**src/rtl/aes_key_mem128.sv**
```systemverilog
// -----------------------------------------------------------------------------
// aes_key_mem128
// AES-128 key expansion and round-key store. A 128-bit cipher key is sampled
// on an init pulse and expanded one round key per clock into an 11-entry
// register file. Once all entries are valid, ready goes high. Round keys are
// then read combinationally by round index.
//
// Ports:
//   clk        in   1    rising-edge clock
//   rst        in   1    synchronous active-high reset
//   init       in   1    start pulse; key sampled on the same edge
//   key        in   128  cipher key, byte 0 in bits [127:120]
//   round      in   4    round index 0..10 (11..15 read as zero)
//   round_key  out  128  combinational read of entry[round]
//   ready      out  1    all 11 entries valid
// -----------------------------------------------------------------------------
module aes_key_mem128 (
    input  logic         clk,
    input  logic         rst,
    input  logic         init,
    input  logic [127:0] key,
    input  logic [3:0]   round,
    output logic [127:0] round_key,
    output logic         ready
);

    typedef enum logic [1:0] {
        ST_IDLE   = 2'd0,
        ST_EXPAND = 2'd1,
        ST_DONE   = 2'd2
    } state_t;

    // Forward S-box, entry 0x00 in the most significant byte.
    localparam logic [2047:0] SBOX_TABLE = {
        128'h637c777bf26b6fc53001672bfed7ab76,
        128'hca82c97dfa5947f0add4a2af9ca472c0,
        128'hb7fd9326363ff7cc34a5e5f171d83115,
        128'h04c723c31896059a071280e2eb27b275,
        128'h09832c1a1b6e5aa0523bd6b329e32f84,
        128'h53d100ed20fcb15b6acbbe394a4c58cf,
        128'hd0efaafb434d338545f9027f503c9fa8,
        128'h51a3408f929d38f5bcb6da2110fff3d2,
        128'hcd0c13ec5f974417c4a77e3d645d1973,
        128'h60814fdc222a908846eeb814de5e0bdb,
        128'he0323a0a4906245cc2d3ac629195e479,
        128'he7c8376d8dd54ea96c56f4ea657aae08,
        128'hba78252e1ca6b4c6e8dd741f4bbd8b8a,
        128'h703eb5664803f60e613557b986c11d9e,
        128'he1f8981169d98e949b1e87e9ce5528df,
        128'h8ca1890dbfe6426841992d0fb054bb16
    };

    function automatic logic [7:0] sbox(input logic [7:0] x);
        logic [10:0] bit_idx;
        bit_idx = 11'd2047 - {x, 3'b000};
        return SBOX_TABLE[bit_idx -: 8];
    endfunction

    function automatic logic [31:0] sub_word(input logic [31:0] w);
        return {sbox(w[31:24]), sbox(w[23:16]), sbox(w[15:8]), sbox(w[7:0])};
    endfunction

    // Multiply by x in GF(2^8), reducing modulo x^8+x^4+x^3+x+1.
    function automatic logic [7:0] xtime(input logic [7:0] b);
        return {b[6:0], 1'b0} ^ (b[7] ? 8'h1b : 8'h00);
    endfunction

    state_t        state_r;
    state_t        next_state_s;
    logic [127:0]  entry_r [0:10];
    logic [127:0]  w_r;
    logic [3:0]    rcnt_r;
    logic [7:0]    rcon_r;
    logic          ready_r;

    logic [31:0]   t_s;
    logic [31:0]   wn0_s;
    logic [31:0]   wn1_s;
    logic [31:0]   wn2_s;
    logic [31:0]   wn3_s;
    logic [127:0]  round_key_s;

    // One key-schedule round: RotWord/SubWord/Rcon on w3, then the XOR chain.
    always_comb begin
        t_s   = sub_word({w_r[23:0], w_r[31:24]}) ^ {rcon_r, 24'h000000};
        wn0_s = w_r[127:96] ^ t_s;
        wn1_s = w_r[95:64]  ^ wn0_s;
        wn2_s = w_r[63:32]  ^ wn1_s;
        wn3_s = w_r[31:0]   ^ wn2_s;
    end

    // Next-state logic; init restarts expansion from any state.
    always_comb begin
        next_state_s = state_r;
        case (state_r)
            ST_IDLE: begin
                next_state_s = ST_IDLE;
            end
            ST_EXPAND: begin
                if (rcnt_r == 4'd10) begin
                    next_state_s = ST_DONE;
                end else begin
                    next_state_s = ST_EXPAND;
                end
            end
            ST_DONE: begin
                next_state_s = ST_DONE;
            end
            default: begin
                next_state_s = ST_IDLE;
            end
        endcase
        if (init) begin
            next_state_s = ST_EXPAND;
        end else begin
            next_state_s = next_state_s;
        end
    end

    // State register.
    always_ff @(posedge clk) begin
        if (rst) begin
            state_r <= ST_IDLE;
        end else begin
            state_r <= next_state_s;
        end
    end

    // Ready flag: rises on the edge that writes entry 10, drops on init.
    always_ff @(posedge clk) begin
        if (rst) begin
            ready_r <= 1'b0;
        end else begin
            ready_r <= (next_state_s == ST_DONE);
        end
    end

    // Working words, round counter and round constant.
    always_ff @(posedge clk) begin
        if (rst) begin
            w_r    <= 128'h0;
            rcnt_r <= 4'd0;
            rcon_r <= 8'h01;
        end else if (init) begin
            w_r    <= key;
            rcnt_r <= 4'd1;
            rcon_r <= 8'h01;
        end else if (state_r == ST_EXPAND) begin
            w_r    <= {wn0_s, wn1_s, wn2_s, wn3_s};
            rcnt_r <= rcnt_r + 4'd1;
            rcon_r <= xtime(rcon_r);
        end else begin
            w_r    <= w_r;
            rcnt_r <= rcnt_r;
            rcon_r <= rcon_r;
        end
    end

    // Round-key store: entry 0 is the key, entries 1..10 written during expansion.
    always_ff @(posedge clk) begin
        if (rst) begin
            for (int i = 0; i < 11; i++) begin
                entry_r[i] <= 128'h0;
            end
        end else if (init) begin
            entry_r[0] <= key;
        end else if (state_r == ST_EXPAND) begin
            entry_r[rcnt_r] <= {wn0_s, wn1_s, wn2_s, wn3_s};
        end else begin
            entry_r[0] <= entry_r[0];
        end
    end

    // Zero-latency read; indices past the last round read as zero.
    always_comb begin
        round_key_s = 128'h0;
        if (round <= 4'd10) begin
            round_key_s = entry_r[round];
        end else begin
            round_key_s = 128'h0;
        end
    end

    assign round_key = round_key_s;
    assign ready     = ready_r;

endmodule

```
**config.mk**
```make
export PLATFORM = sky130hd
export DESIGN_NAME = aes_key_mem128
export DESIGN_NICKNAME = d
export VERILOG_FILES = /design/src/rtl/aes_key_mem128.sv
export SDC_FILE = /design/constraint.sdc
export NUM_CORES = 2
export LEC_CHECK = 0
export CAP_MARGIN = 20
export CORE_MARGIN = 2
export CORE_UTILIZATION = 50
export DETAILED_ROUTE_END_ITERATION = 16
export PLACE_DENSITY = 0.67
export SLEW_MARGIN = 10
export SYNTH_ARGS = -nofsm -noshare
export SYNTH_HDL_FRONTEND = slang
export SYNTH_SLANG_ARGS = --single-unit
```
**constraint.sdc**
```tcl
create_clock -name clk -period 14.1 [get_ports clk]
set_clock_uncertainty 0.05 [all_clocks]
set_input_delay 1.41 -clock clk [delete_from_list [all_inputs] [get_ports clk]]
set_output_delay 1.41 -clock clk [all_outputs]
set_load 0.02 [all_outputs]
```
==> impl_metrics.tcl <==
set metrics [dict create \
    outcome "finished, final reports clean" \
    die_y_um 414.6 \
    fin_nets 7967 \
    fin_tns_setup_ps 0 \
    cts_tree "built" \
    layout_setup_ws_ps 6021 \
    finalSetupViolCount 0 \
    p_leak_uw 0.03307 \
    syn_area_per_cell_um2 10.62 \
    via_per_inst 6.847 \
    cts_buffers 160 \
    drcViolationCount 0 \
    drive_gt1_share_pct 11.79 \
    r2r_cells 12 \
    required_ps 12640 \
    first_global_vias 65570 \
    whs_ps 398.1 \
    core_area_um2 167400 \
    ys_warn_count 0 \
    grt_pass1_wl_um 488400 \
    wl_um 345000 \
    rsz0062_at_grt "false" \
    gp_congestion 1.003 \
    holdBufCountCts 0 \
    clkTransAtPathRegs_ps 60 \
    netlist_instances 7942 \
    layout_min_cycle_time_ps 8079 \
    overflow 0 \
    ys.flop_type "edfxtp_1" \
    crit_arrival_ps 6620 \
    ys_types 114 \
    postLayoutCoreUtil_pct 55.92 \
    port_buffers 263 \
    cp-end-kind "primary output" \
    place_ws_ps 5934 \
    powerDensity_nw_per_um2 151.3 \
    netlist_top_cells_count "nor2_1 (1398), edfxtp_1 (1280), nand2_1 (791)" \
    worstSetupPathType "primary input to primary output" \
    seqCellArea_um2 43900 \
    wl_per_cell_um 34.08 \
    clock_latency_ps 850 \
    finalInstanceArea_um2 93620 \
    num_vias 69330 \
    dpl_cell_area_um2 88240 \
    yosys.area.top_type_share_pct 45.59 \
    crit_start "round[0]" \
    cts_root_buffer "clkbuf_16" \
    slew_violations 0 \
    worst_pin_slew_ps 1317 \
    synth_nets 8141 \
    ios 264 \
    holdCritPathClass "flip-flop to flip-flop" \
    rows 150 \
    synth_edf_count 1280 \
    synth_top_cell_by_area "edfxtp_1" \
    ant_nets 0 \
    hold_violations 0 \
    synth_most_common_cell "nor2_1" \
    post_cts_buffers 0 \
    die_width_um 414.6 \
    grt.total_usage_pct 39.18 \
    grt_max_degree 134 \
    ir_drop_uv 143.1 \
    n_fill_cell 14330 \
    drtIter0Drc 11450 \
    grt_antenna_before_repair 29 \
    critPathMaxFanout 59 \
    clk_path_buf_depth 3 \
    ys_seq_elements 1551 \
    reg2reg_to "entry_r[7][92]" \
    firstDrtPassIters 12 \
    cts.sinks 1551 \
    synth_async_sr_flop_share_pct 0 \
    r2r_slack_ps 7140 \
    cap_violations 0 \
    post_cts_resized 0 \
    multi_input_area_um2 36760 \
    clock.fmax_mhz 123.8 \
    relSlewSlack_pct 12.22 \
    regToRegStartpoint "w_r[17]" \
    ys_seq_area_share_pct 52.02 \
    fin_crit_sh_pct 57.30 \
    synthTopCellsByArea "edfxtp_1 (46%), mux4_2 (8.1%), dfxtp_1 (6.4%), nor2_1 (6.2%), nand2_1 (3.5%)" \
    die_area_um2 171900 \
    htree_levels 4 \
    endpoint "round_key[96]" \
    area_growth_pct 11.04 \
    start_util_pct 50.36 \
    start_kind "primary input" \
    dp_hpwl_um 217800 \
    syn_area_um2 84320 \
]
[area by class of cell]
class / instances / area share [%]
sequential: 1551 / 46.89
tap: 2204 / 2.946
antenna: 18 / 0.04811
clock buffer: 221 / 4.782
clock inverter: 76 / 0.8286
inverter: 149 / 0.5987
timing repair buffer: 477 / 4.640
multi-input combinational: 5429 / 39.27
[metal layers]
layer,global-route usage (%),up-vias,wire (µm)
met1,53.28,34420,129400
li1,-,28840,-
met5,0,-,46
met4,25.66,6,26050
met3,7.949,964,40660
met2,57.19,5096,148900
[critical path: stages]
cell and delay (ps):
buf_8 360, buf_4 660, buf_4 670, buf_4 920, buf_4 780, mux4_2 580, o21ai_0 200, o21ai_0 190
clkdlybuf4s50_1 630
[power breakdown]
group	internal (µW)	total [µW]	switching, µW
sequential	5230	5440	204
combinational	1350	4460	3100
clock	2390	4270	1880
[how the worst min path moves through the flow]
stage / cells past startpoint / startpoint / slack [ps] / to
finish: 2 / w_r[90] / 400 / w_r[90]
global route: 2 / w_r[127] / 430 / w_r[127]
CTS: 2 / w_r[89] / 400 / w_r[89]
detailed placement: 2 / w_r[89] / 390 / w_r[89]
global placement: 2 / w_r[90] / 380 / w_r[90]
floorplan: 2 / w_r[75] / 370 / w_r[75]
[cell usage in the layout, fill, tap and decap left out, types with 131 or more instances in the layout]
cell type	count
mux4_2	303
mux2i_1	189
buf_4	205
nor2_1	1391
dfxtp_1	254
nand3_1	143
o211ai_1	184
inv_1	131
clkbuf_16	163
edfxtp_1	1280
clkdlybuf4s50_1	257
nand2_1	779
o21ai_0	480
a21oi_1	297
[cells by family (layout without fill, tap and decap cells)]
group | count (synthesis) | in the layout | synth area share (%)
AO/OA/AOI/OAI | 1685 | 1685 | 13.41
XOR/XNOR | 182 | 182 | 2.772
adder cells (fa/ha/maj) | 65 | 65 | 0.9616
buffers and inverters | 962 | 923 | 4.663
flip-flops | 1551 | 1551 | 52.02
multiplexers | 513 | 513 | 10.63
other | 0 | 18 | 0
AND/OR/NAND/NOR | 2984 | 2984 | 15.54
[state kept, by name, summed over array words and instances, names as in the netlist]
register	count
rcnt_r	4
ready	1
rcon_r	8
w_r	128
state_r	2
entry_r	1408
[stage by stage]
step / std cells / power (µW)
floorplan: 7942 / 7976
global placement: 9794 / 9753
detailed placement: 9801 / 9765
CTS: 10100 / 13970
global route: 10120 / 14460
finish: 10130 / 14170
(Power assumes the default switching activity.)
